--- config.mk ---
export PLATFORM = sky130hd
export DESIGN_NAME = mem_access_flat
export DESIGN_NICKNAME = d
export VERILOG_FILES = /design/src/rtl/mem_access_pkg.sv /design/src/rtl/mem_access_if.sv /design/src/rtl/mem_access_align.sv /design/src/rtl/mem_access.sv /design/src/flat_wrapper.sv
export SDC_FILE = /design/constraint.sdc
export NUM_CORES = 1
export LEC_CHECK = 0
export CAP_MARGIN = 20
export CORE_AREA = 5 5 214 216
export CTS_CLUSTER_DIAMETER = 60
export DETAILED_ROUTE_END_ITERATION = 16
export DIE_AREA = 0 0 219 221
export GPL_ROUTABILITY_DRIVEN = 1
export PLACE_DENSITY_LB_ADDON = 0.25
export SETUP_SLACK_MARGIN = 0.5
export SLEW_MARGIN = 20
export SYNTH_ARGS = -nofsm -noshare
export SYNTH_HDL_FRONTEND = slang
export SYNTH_HIERARCHICAL = 1
export SYNTH_SLANG_ARGS = --single-unit
--- constraint.sdc ---
create_clock -name clk -period 5.75 [get_ports clk]
set_input_delay 1.15 -clock clk [delete_from_list [all_inputs] [get_ports clk]]
set_output_delay 1.15 -clock clk [all_outputs]
set_load 0.01 [all_outputs]
--- src/rtl/mem_access_pkg.sv ---
`default_nettype none
// =============================================================================
// mem_access_pkg : shared types, size codes and helpers for the memory stage
// Revision       : 1.0
// =============================================================================
package mem_access_pkg;

    localparam int DATA_W = 64;
    localparam int ADDR_W = 64;
    localparam int STRB_W = 8;

    typedef enum logic [1:0] {
        MSIZE1 = 2'd0,
        MSIZE2 = 2'd1,
        MSIZE4 = 2'd2,
        MSIZE8 = 2'd3
    } msize_t;

    typedef enum logic [1:0] {
        S_IDLE = 2'd0,
        S_WAIT = 2'd1,
        S_DONE = 2'd2
    } state_t;

    typedef struct packed {
        logic              valid;
        logic [63:0]       pc;
        logic [4:0]        rd;
        logic              reg_write;
        logic              mem_read;
        logic              mem_write;
        msize_t            msize;
        logic              mem_unsigned;
        logic [ADDR_W-1:0] alu_out;
        logic [DATA_W-1:0] wdata;
    } execute_data_t;

    typedef struct packed {
        logic              valid;
        logic [63:0]       pc;
        logic [4:0]        rd;
        logic              reg_write;
        logic              mem_read;
        logic              misalign;
        logic [DATA_W-1:0] alu_out;
    } memory_data_t;

    function automatic logic is_misaligned(input msize_t size, input logic [2:0] addr_lo);
        case (size)
            MSIZE2:  return addr_lo[0];
            MSIZE4:  return |addr_lo[1:0];
            MSIZE8:  return |addr_lo;
            default: return 1'b0;
        endcase
    endfunction

endpackage
`default_nettype wire

--- src/rtl/mem_access_if.sv ---
`default_nettype none
// =============================================================================
// mem_access_if : data-bus request/response bundle between memory stage and bus
// Revision      : 1.0
// =============================================================================
interface mem_access_if;
    import mem_access_pkg::*;

    logic              dreq_valid;
    logic [ADDR_W-1:0] dreq_addr;
    msize_t            dreq_size;
    logic [STRB_W-1:0] dreq_strobe;
    logic [DATA_W-1:0] dreq_data;
    logic              dresp_data_ok;
    logic [DATA_W-1:0] dresp_data;

    modport master (
        output dreq_valid, dreq_addr, dreq_size, dreq_strobe, dreq_data,
        input  dresp_data_ok, dresp_data
    );

    modport slave (
        input  dreq_valid, dreq_addr, dreq_size, dreq_strobe, dreq_data,
        output dresp_data_ok, dresp_data
    );

endinterface
`default_nettype wire

--- src/rtl/mem_access_align.sv ---
`default_nettype none
// =============================================================================
// mem_align : byte-lane placement of store data and extraction/extension of loads
// Revision  : 1.0
// =============================================================================
module mem_align
    import mem_access_pkg::*;
(
    input  logic [2:0]        addr_lo_i,
    input  msize_t            size_i,
    input  logic              unsigned_i,
    input  logic [DATA_W-1:0] wdata_i,
    input  logic [DATA_W-1:0] rdata_i,
    output logic [STRB_W-1:0] strobe_o,
    output logic [DATA_W-1:0] wdata_o,
    output logic [DATA_W-1:0] rdata_o
);

    logic [5:0]        bit_sh;
    logic [STRB_W-1:0] mask;
    logic [DATA_W-1:0] raw;
    logic              sext;

    assign bit_sh = {addr_lo_i, 3'b000};
    assign sext   = ~unsigned_i;

    always_comb begin
        mask = 8'hFF;
        case (size_i)
            MSIZE1:  mask = 8'h01;
            MSIZE2:  mask = 8'h03;
            MSIZE4:  mask = 8'h0F;
            default: mask = 8'hFF;
        endcase
    end

    assign strobe_o = mask << addr_lo_i;
    assign wdata_o  = wdata_i << bit_sh;
    assign raw      = rdata_i >> bit_sh;

    always_comb begin
        rdata_o = raw;
        case (size_i)
            MSIZE1:  rdata_o = {{56{raw[7]  & sext}}, raw[7:0]};
            MSIZE2:  rdata_o = {{48{raw[15] & sext}}, raw[15:0]};
            MSIZE4:  rdata_o = {{32{raw[31] & sext}}, raw[31:0]};
            default: rdata_o = raw;
        endcase
    end

endmodule
`default_nettype wire

--- src/rtl/mem_access.sv ---
`default_nettype none
// =============================================================================
// mem_access : memory pipeline stage; issues one bus transaction per load/store
// Revision   : 1.0
// =============================================================================
module mem_access
    import mem_access_pkg::*;
(
    input  logic          clk,
    input  logic          reset,
    input  execute_data_t dataE,
    input  logic          advance,
    mem_access_if.master  dbus,
    output memory_data_t  dataM,
    output logic          stall_m,
    output logic          dbus_not_busy,
    output logic          misalign
);

    state_t            state_q, state_d;
    execute_data_t     req_q, req_d;
    memory_data_t      res_q, res_d;

    logic              is_idle;
    logic              mem_op;
    logic              misalign_c;
    logic              need_access;
    logic              dreq_valid_c;
    execute_data_t     src;
    logic [STRB_W-1:0] al_strobe;
    logic [DATA_W-1:0] al_wdata;
    logic [DATA_W-1:0] al_rdata;
    memory_data_t      pass_m;
    memory_data_t      load_m;

    assign is_idle     = (state_q == S_IDLE);
    assign mem_op      = dataE.valid & (dataE.mem_read | dataE.mem_write);
    assign misalign_c  = is_idle & mem_op & is_misaligned(dataE.msize, dataE.alu_out[2:0]);
    assign need_access = is_idle & mem_op & ~misalign_c;

    // Once issued, the request is replayed from the latched copy so it stays stable.
    assign src = is_idle ? dataE : req_q;

    mem_align u_align (
        .addr_lo_i  (src.alu_out[2:0]),
        .size_i     (src.msize),
        .unsigned_i (src.mem_unsigned),
        .wdata_i    (src.wdata),
        .rdata_i    (dbus.dresp_data),
        .strobe_o   (al_strobe),
        .wdata_o    (al_wdata),
        .rdata_o    (al_rdata)
    );

    always_comb begin
        pass_m           = '0;
        pass_m.valid     = dataE.valid;
        pass_m.pc        = dataE.pc;
        pass_m.rd        = dataE.rd;
        pass_m.reg_write = dataE.reg_write;
        pass_m.mem_read  = dataE.mem_read;
        pass_m.misalign  = misalign_c;
        pass_m.alu_out   = dataE.alu_out;
    end

    always_comb begin
        load_m           = '0;
        load_m.valid     = src.valid;
        load_m.pc        = src.pc;
        load_m.rd        = src.rd;
        load_m.reg_write = src.reg_write;
        load_m.mem_read  = src.mem_read;
        load_m.misalign  = 1'b0;
        load_m.alu_out   = src.mem_read ? al_rdata : src.alu_out;
    end

    always_comb begin
        state_d       = state_q;
        req_d         = req_q;
        res_d         = res_q;
        dreq_valid_c  = 1'b0;
        dataM         = '0;
        stall_m       = 1'b0;
        dbus_not_busy = 1'b1;
        case (state_q)
            S_IDLE: begin
                dataM = pass_m;
                if (need_access) begin
                    dreq_valid_c = 1'b1;
                    req_d        = dataE;
                    if (dbus.dresp_data_ok) begin
                        // Consumed this cycle when advance is high; otherwise park in DONE.
                        res_d   = load_m;
                        dataM   = load_m;
                        state_d = advance ? S_IDLE : S_DONE;
                    end else begin
                        dataM         = '0;
                        stall_m       = 1'b1;
                        dbus_not_busy = 1'b0;
                        state_d       = S_WAIT;
                    end
                end
            end
            S_WAIT: begin
                dreq_valid_c  = 1'b1;
                stall_m       = 1'b1;
                dbus_not_busy = 1'b0;
                if (dbus.dresp_data_ok) begin
                    res_d   = load_m;
                    state_d = S_DONE;
                end
            end
            S_DONE: begin
                dataM = res_q;
                if (advance) begin
                    state_d = S_IDLE;
                end
            end
            default: state_d = S_IDLE;
        endcase
    end

    always_ff @(posedge clk) begin
        if (reset) begin
            state_q <= S_IDLE;
            req_q   <= '0;
            res_q   <= '0;
        end else begin
            state_q <= state_d;
            req_q   <= req_d;
            res_q   <= res_d;
        end
    end

    assign dbus.dreq_valid  = dreq_valid_c;
    assign dbus.dreq_addr   = src.alu_out;
    assign dbus.dreq_size   = src.msize;
    assign dbus.dreq_strobe = src.mem_write ? al_strobe : '0;
    assign dbus.dreq_data   = al_wdata;
    assign misalign         = misalign_c;

endmodule
`default_nettype wire
--- src/flat_wrapper.sv ---
// flat-port wrapper written by rule: the top's interface ports become plain ports
module mem_access_flat import mem_access_pkg::*;
  (clk, reset, dataE, advance, dataM, stall_m, dbus_not_busy, misalign, dbus_dreq_valid, dbus_dreq_addr, dbus_dreq_size, dbus_dreq_strobe, dbus_dreq_data, dbus_dresp_data_ok, dbus_dresp_data);
  mem_access_if dbus_i ();
  input  logic clk;
  input  logic reset;
  input  execute_data_t dataE;
  input  logic advance;
  output memory_data_t dataM;
  output logic stall_m;
  output logic dbus_not_busy;
  output logic misalign;
  output wire logic [$bits(dbus_i.dreq_valid)-1:0] dbus_dreq_valid;
  output wire logic [$bits(dbus_i.dreq_addr)-1:0] dbus_dreq_addr;
  output wire logic [$bits(dbus_i.dreq_size)-1:0] dbus_dreq_size;
  output wire logic [$bits(dbus_i.dreq_strobe)-1:0] dbus_dreq_strobe;
  output wire logic [$bits(dbus_i.dreq_data)-1:0] dbus_dreq_data;
  input wire logic [$bits(dbus_i.dresp_data_ok)-1:0] dbus_dresp_data_ok;
  input wire logic [$bits(dbus_i.dresp_data)-1:0] dbus_dresp_data;
  assign dbus_dreq_valid = dbus_i.dreq_valid;
  assign dbus_dreq_addr = dbus_i.dreq_addr;
  assign dbus_dreq_size = dbus_i.dreq_size;
  assign dbus_dreq_strobe = dbus_i.dreq_strobe;
  assign dbus_dreq_data = dbus_i.dreq_data;
  assign dbus_i.dresp_data_ok = dbus_dresp_data_ok;
  assign dbus_i.dresp_data = dbus_dresp_data;
  mem_access u_core (.clk(clk), .reset(reset), .dataE(dataE), .advance(advance), .dbus(dbus_i), .dataM(dataM), .stall_m(stall_m), .dbus_not_busy(dbus_not_busy), .misalign(misalign));
endmodule
==> summary.txt, run 1 <==
Run status
  – Status: complete, no violations

Worst hold path
  – Min-delay src: u_core/req_q[180]
  – Hold/Removal Path Class: reg2reg

Critical path
  – Critical Path, Cell by Cell: clkdlybuf4s50_1 > inv_2 > o21ai_2 > buf_4 > inv_1 > nor2_1 > buf_4 > a32oi_1 > nand3_1 > o21ai_0 > o221ai_1 > clkdlybuf4s50_1
  – Worst path bufs/invs: 6
  – Crit. End Element: output port
  – Cell family with most CP delay: buffers and inverters
  – Arrival time worst endpoint: just over 4000 ps
  – Worst stage delay on the critical path: ~610 ps
  – Req. time, crit path: between 4000 and 5000 ps
  – Reg2reg start: u_core/state_q[1]
  – Worst Setup Path Type: in2out
  – Worst-path fanout max: 11
  – CP max stage cell: clkdlybuf4s50_1
  – CP Launch Type: input port
  – Beginning of the critical path: dataE[130]

STA
  – Unrepaired setup endpoints after global routing: yes
  – Final Critical Period: a little over 5000 ps
  – Max-slew violations: 0
  – Final setup violation count: 0
  – Max_slew headroom: 0.237
  – Clock Skew: roughly 20 ps
  – Slew of the pin with the lowest slew margin: between 1000 and 1500 ps
  – Fmax: ~0.19 GHz
  – Post-Route Setup TNS: 0 ps
  – Final hold viol count: 0
  – Crit share post-route: 0.901

Global route
  – Global Route Usage Sum: 0.377
  – Global route overflow: 0
  – Vias in the first global route: 23,700
  – Initial antenna violation count: 40
  – Largest net degree at the start of global routing: about 210
  – First-pass GRT wire length: 145,000 µm

Power
  – Power share of the clock group: 0.345
  – Net Sw Frac: 0.328
  – Pleak: 11.5 nW
  – Flop pwr share: 0.348
  – Pwr Total: between 0.007 and 0.008 W
  – Pwr dens: ~250 nW/µm²
  – Comb pwr share: 0.308
  – Peak supply drop: 0.238 mV
  – Net Sw Power: approximately 0.0024 W
  – Pint: 0.00491 W

Floorplanning
  – Die Width: ~220 µm
  – Core region area: about 44,000 µm²
  – I/O Pins: about 550
  – Rows: slightly below 80
  – Starting Density: 0.500
  – Die Area: slightly below 50,000 µm²
  – Die H: about 220 µm

Synth
  – Asr flop ratio synth: 0
  – Mapped Cells: just under 3,000
  – Register area share after synthesis: 0.313
  – Post-synth net total: around 3,200
  – Main flop type after synthesis: dfxtp_1
  – Synthesis Warnings: 6
  – Synth area leader: dfxtp_1
  – Largest cells by area after synthesis: dfxtp_1 31%, nand2_1 16%, mux2i_1 8.1%
  – Synth top area share: 0.313
  – Synthesized cell area: about 22,000 µm²
  – Post-synth cell types: 55
  – Synthesized area per cell: between 7 and 8 µm²
  – Synth Register Bits: 342
  – Post-synth EDFFs: 0

Clock tree
  – CTS tree: done
  – Worst-path clk slew: about 60 ps
  – Clock Latency Late Sink: between 500 and 600 ps
  – Clk root buf: clkbuf_16
  – CTS sink count: approximately 340
  – # H-tree levels: 2
  – Num CTS Buffers: 41
  – CTS max path bufs: 3

Route
  – Residual DRC count: 0
  – Via Count: ~25,000
  – Router iterations before antenna repair: 6
  – Antenna-violating nets left: 0
  – Drt total wl: around 98,000 µm
  – Number of DRC markers in iteration 0: 3,337
  – Vias/cell: between 6 and 7
  – Average wire per standard cell: approximately 25 µm

Finish
  – Area growth, synth to finish: 32.2%
  – Commonest non-fill, non-tap cell in the layout: nand2_1
  – Core Util, Final: 0.661
  – Commonest cells after routing, fill and taps aside: 927 x nand2_1, 530 x clkdlybuf4s50_1, 340 x dfxtp_1, 231 x a21oi_1, 172 x mux2i_1
  – Share of cells above drive strength 1: 0.0807
  – FILL cells: around 3,800
  – Nets@finish: 3,525

Placement
  – Port Buffer Count: 550
  – Post-DP HPWL: approximately 64,000 µm
  – Final Wtd Congestion: ~0.99

Run
  – Max-cap viol count: 0
[registers in the layout, summed over array words and instances (netlist names)]
name and cells:
u_core/req_q 204, u_core/res_q 136, u_core/state_q 2
[cell usage after synthesis (8+ instances only)]
| master | n |
|---|---|
| dfxtp_1 | 342 |
| nor2b_1 | 22 |
| nand2_1 | 934 |
| a22o_1 | 72 |
| mux4_2 | 13 |
| nand4_1 | 170 |
| o21ai_0 | 107 |
| buf_2 | 60 |
| nor2_1 | 67 |
| o31ai_1 | 136 |
| o221ai_1 | 64 |
| buf_4 | 87 |
| a21oi_1 | 233 |
| buf_6 | 9 |
| o22a_1 | 64 |
| o22ai_1 | 17 |
| mux2i_1 | 177 |
| nand3_1 | 19 |
| and2_1 | 8 |
| clkbuf_1 | 216 |
| mux2_2 | 48 |
| o211ai_1 | 8 |
| o2bb2ai_1 | 16 |
[metal layers]
metal / vias to the layer above / track usage / wire length, µm
li1: 11100 / - / -
met1: 11900 / 0.465 / 36900
met2: 1571 / 0.610 / 46500
met3: 337 / 0.0824 / 8770
met4: 14 / 0.207 / 6110
met5: - / 0 / 86
[worst reg2reg max path, stage by stage, from the launching register on]
cell and delay [ps]:
dfxtp_2 390, nor2_4 310, buf_6 620, buf_6 710
o2111ai_4 720, buf_12 540, nand2_1 360, a21oi_1 90
[layout make-up]
| type | instances | area, µm² | share of cell area |
|---|---|---|---|
| Antenna cell | 33 | 82.6 | 0.00286 |
| Clock buffer | 57 | 1180 | 0.0407 |
| Clock inverter | 17 | 108 | 0.00372 |
| Inverter | 4 | 17.5 | 0.000606 |
| Multi-Input combinational cell | 2243 | 13500 | 0.467 |
| Sequential cell | 342 | 6850 | 0.237 |
| Tap cell | 592 | 741 | 0.0256 |
| Timing Repair Buffer | 621 | 6440 | 0.223 |
[metrics by stage]
step	cell area [µm²]	std cells	hold slack, ps	worst slack (ps)
global placement	27000	3789	441	220
global route	28900	3909	469	476
floorplan	21900	2964	436	1560
finish	28900	3909	455	569
detailed placement	27000	3789	446	123
CTS	28600	3873	454	424
[final timing paths]
path	cells after the start	slack, ps	endpoint
setup / recovery	12	570	dataM[16]
hold / removal	2	450	u_core/req_q[180]
setup reg to reg	7	1830	u_core/req_q[48]
hold reg to reg	2	450	u_core/req_q[180]
[power by group through the flow]
stage,registers (W),logic [W],clock network [W]
6_report,0.00254,0.00225,0.00252
5_1_grt,0.00255,0.00237,0.00264
4_1_cts,0.00254,0.00219,0.00252
3_5_place_dp,0.00259,0.00213,0
3_3_place_gp,0.00258,0.00211,0
2_1_floorplan,0.00257,0.00117,0
[what timing repair did]
| item | in CTS | in global routing |
|---|---|---|
| hold buffers | 0 | 0 |
| setup buffers | 4 | 1 |
| hold endpoints to repair | 0 | 0 |
| setup endpoints to repair | 75 | 61 |
| cloned | 6 | 2 |
| pin swaps | 6 | 4 |
| gates resized for setup | 42 | 70 |
[logic make-up (layout without fill, tap and decap cells)]
| logic type | after synthesis | in the layout | share of synthesized area |
|---|---|---|---|
| flip-flops | 342 | 342 | 0.313 |
| multiplexers | 247 | 247 | 0.126 |
| buffers and inverters | 381 | 699 | 0.0869 |
| AO/OA/AOI/OAI | 754 | 754 | 0.234 |
| other | 0 | 33 | 0 |
| AND/OR/NAND/NOR | 1240 | 1242 | 0.240 |
(Power assumes the default switching activity.)
==> run 2, diff against run 1 <==
- CTS_CLUSTER_DIAMETER: 60 -> default
==> run 2 against run 1 <==
Compared with the run above:
- final cell count shrank 0.18%
- clock power shrank 4%
- highest routed layer unchanged
- sequential power is essentially flat
- hold slack is essentially flat
- sequential share of layout area grew 0.055 points
- power shrank 1.3%
- critical path depth shrank 4
- combinational power is essentially flat
- count of clock-buffer cells in the layout is the same
- critical path type unchanged
- die area is the same
- clock skew grew 1.8 ps
==> summary.txt, run 2 (synthesis gave the netlist of run 1 again) <==
Critical path
  – CP max stage cell: clkdlybuf4s50_1
  – Crit. End Element: output port
  – Cell family with most CP delay: buffers and inverters
  – Worst-path fanout max: 24 (+13)
  – Req. time, crit path: 4600 ps (about the same)
  – Critical Path, Cell by Cell: clkdlybuf4s50_1 > buf_4 > o21a_1 > a2111oi_4 > nand2_4 > buf_4 > o221ai_1 > clkdlybuf4s50_1
  – Worst stage delay on the critical path: 610 ps (about the same)
  – Worst Setup Path Type: in2out
  – Worst path bufs/invs: 4 (-2)
  – CP Launch Type: input port
  – Arrival time worst endpoint: 4020 ps (about the same)

Global route
  – Vias in the first global route: 23,700 (-0.16%)
  – Global route overflow: 0 (unchanged)
  – First-pass GRT wire length: 144,000 µm (-0.53%)
  – Largest net degree at the start of global routing: 205 (unchanged)
  – Initial antenna violation count: 37 (-7.5%)
  – Global Route Usage Sum: 0.375 (-0.00217)

Finish
  – FILL cells: 3,860 (+0.34%)
  – Commonest non-fill, non-tap cell in the layout: nand2_1
  – Largest Register: u_core/req_q
  – Register area: 6850 µm² (unchanged)
  – Commonest cells after routing, fill and taps aside: 927 x nand2_1, 531 x clkdlybuf4s50_1, 340 x dfxtp_1, 232 x a21oi_1, 172 x mux2i_1
  – Largest registers: u_core/req_q x204, u_core/res_q x136, u_core/state_q x2
  – Nets@finish: 3,524 (-0.028%)
  – Area growth, synth to finish: 31.9%
  – Area of the multi-input gates: 13,500 µm² (unchanged)
  – Non-Filler Instances: 3,902 (-0.18%)
  – Share of cells above drive strength 1: 0.0787 (-0.00201)
  – Max reg flops: 204 (unchanged)

STA
  – Crit share post-route: 0.899 (-0.00181)
  – Final setup violation count: 0 (unchanged)
  – Max_slew headroom: 0.268 (+0.0314)
  – Slew of the pin with the lowest slew margin: 1100 ps (-15.2 ps)
  – Clock Skew: 22.0 ps (+1.84 ps)
  – Final hold viol count: 0 (unchanged)
  – Final Critical Period: 5170 ps (-10.4 ps)
  – Max-slew violations: 0 (unchanged)
  – Fmax: 0.193 GHz (+0.20%)
  – Unrepaired setup endpoints after global routing: no
  – Post-Route Setup TNS: 0 ps (unchanged)

Power
  – Peak supply drop: 0.237 mV (-0.62%)
  – Pleak: 11.4 nW (-0.42%)
  – Pwr dens: 250 nW/µm² (-1.1%)

Clock tree
  – CTS max path bufs: 3 (unchanged)
  – Clock Latency Late Sink: 570 ps (about the same)
  – CTS tree: done
  – Num CTS Buffers: 39 (-4.9%)
  – Worst-path clk slew: 60 ps (about the same)
  – Clk root buf: clkbuf_16
  – Hold_buf cts: 0 (unchanged)
  – # H-tree levels: 2 (unchanged)
  – CTS sink count: 342 (unchanged)

Route
  – Via Count: 25,100 (+0.51%)
  – Antenna-violating nets left: 0 (unchanged)
  – Router iterations before antenna repair: 10 (+4)
  – Residual DRC count: 0 (unchanged)
  – Vias/cell: 6.42 (+0.69%)
  – Average wire per standard cell: 25.1 µm (-0.36%)
  – Number of DRC markers in iteration 0: 3,589 (+7.6%)
  – Drt total wl: 97,800 µm (-0.54%)

Placement
  – Post-DP HPWL: 64,300 µm (unchanged)
  – Placed insts: 3,789 (unchanged)
  – Port Buffer Count: 550 (unchanged)
  – Final Wtd Congestion: 0.986 (unchanged)

Floorplanning
  – I/O Pins: 551 (unchanged)
  – Die Width: 219 µm (unchanged)
  – Die H: 221 µm (unchanged)
  – Starting Density: 0.500 (unchanged)
  – Die Area: 48,400 µm² (unchanged)
  – Core region area: 43,700 µm² (unchanged)
  – Rows: 77 (unchanged)

Run status
  – Status: complete, no violations

Run
  – Max-cap viol count: 0 (unchanged)

Worst hold path
  – Hold/Removal Path Class: reg2reg
## run 2: per-layer routing
layer / GRT usage / vias to the layer above / part of all wire
li1: - / 11100 / -
met1: 0.463 / 12000 / 0.37
met2: 0.611 / 1637 / 0.48
met3: 0.0775 / 303 / 0.093
met4: 0.202 / 12 / 0.058
met5: 0 / - / 0.00086
## run 2: cell type report
class | instances | area share
inverters | 4 | 0.000607
diodes | 31 | 0.00269
multi-input cells | 2243 | 0.468
clock inverters | 11 | 0.00304
flip-flops and latches | 342 | 0.238
repair buffers | 622 | 0.223
well taps | 592 | 0.0257
clock buffers | 57 | 0.0393
## run 2: per-stage QoR
step | power (W) | utilization | area [µm²] | hold WS, ps | setup WS [ps]
after CTS | 0.00715 | 0.652 | 28500 | 454 | 412
after global placement | 0.00469 | 0.618 | 27000 | 441 | 220
after global routing | 0.00746 | 0.659 | 28800 | 469 | 478
after detailed placement | 0.00472 | 0.618 | 27000 | 446 | 123
after floorplan | 0.00374 | - | 21900 | 436 | 1560
final | 0.00721 | 0.659 | 28800 | 455 | 580
## run 2: power breakdown
part / internal [W] / switching, W / total (W)
combinational: 0.00100 / 0.00125 / 0.00225
clock: 0.00137 / 0.00105 / 0.00242
sequential: 0.00248 / 0.0000618 / 0.00254
total: 0.00485 / 0.00236 / 0.00721
## run 2: repair_timing
item	4_1_cts	5_1_grt
setup endpoints to repair	76	64
pin swaps	8	10
resized for setup	48	59
cloned	5	2
setup buffers	4	3
## run 2: worst reg2reg max path: stages (launching register included)
cell and delay, ps:
dfxtp_2 390, nor2_4 300, buf_6 640, buf_6 710, o2111ai_4 750, buf_12 560
nand2_1 380, a21oi_1 80
## run 2: path summary, 6_finish.rpt
path | start | end | slack, ps | cells after the start
worst max-delay path | dataE[130] | dataM[16] | 580 | 8
worst min-delay path | u_core/req_q[174] | u_core/req_q[174] | 460 | 2
worst max register to register | u_core/state_q[1] | u_core/req_q[33] | 1770 | 7
worst min register to register | u_core/req_q[174] | u_core/req_q[174] | 460 | 2
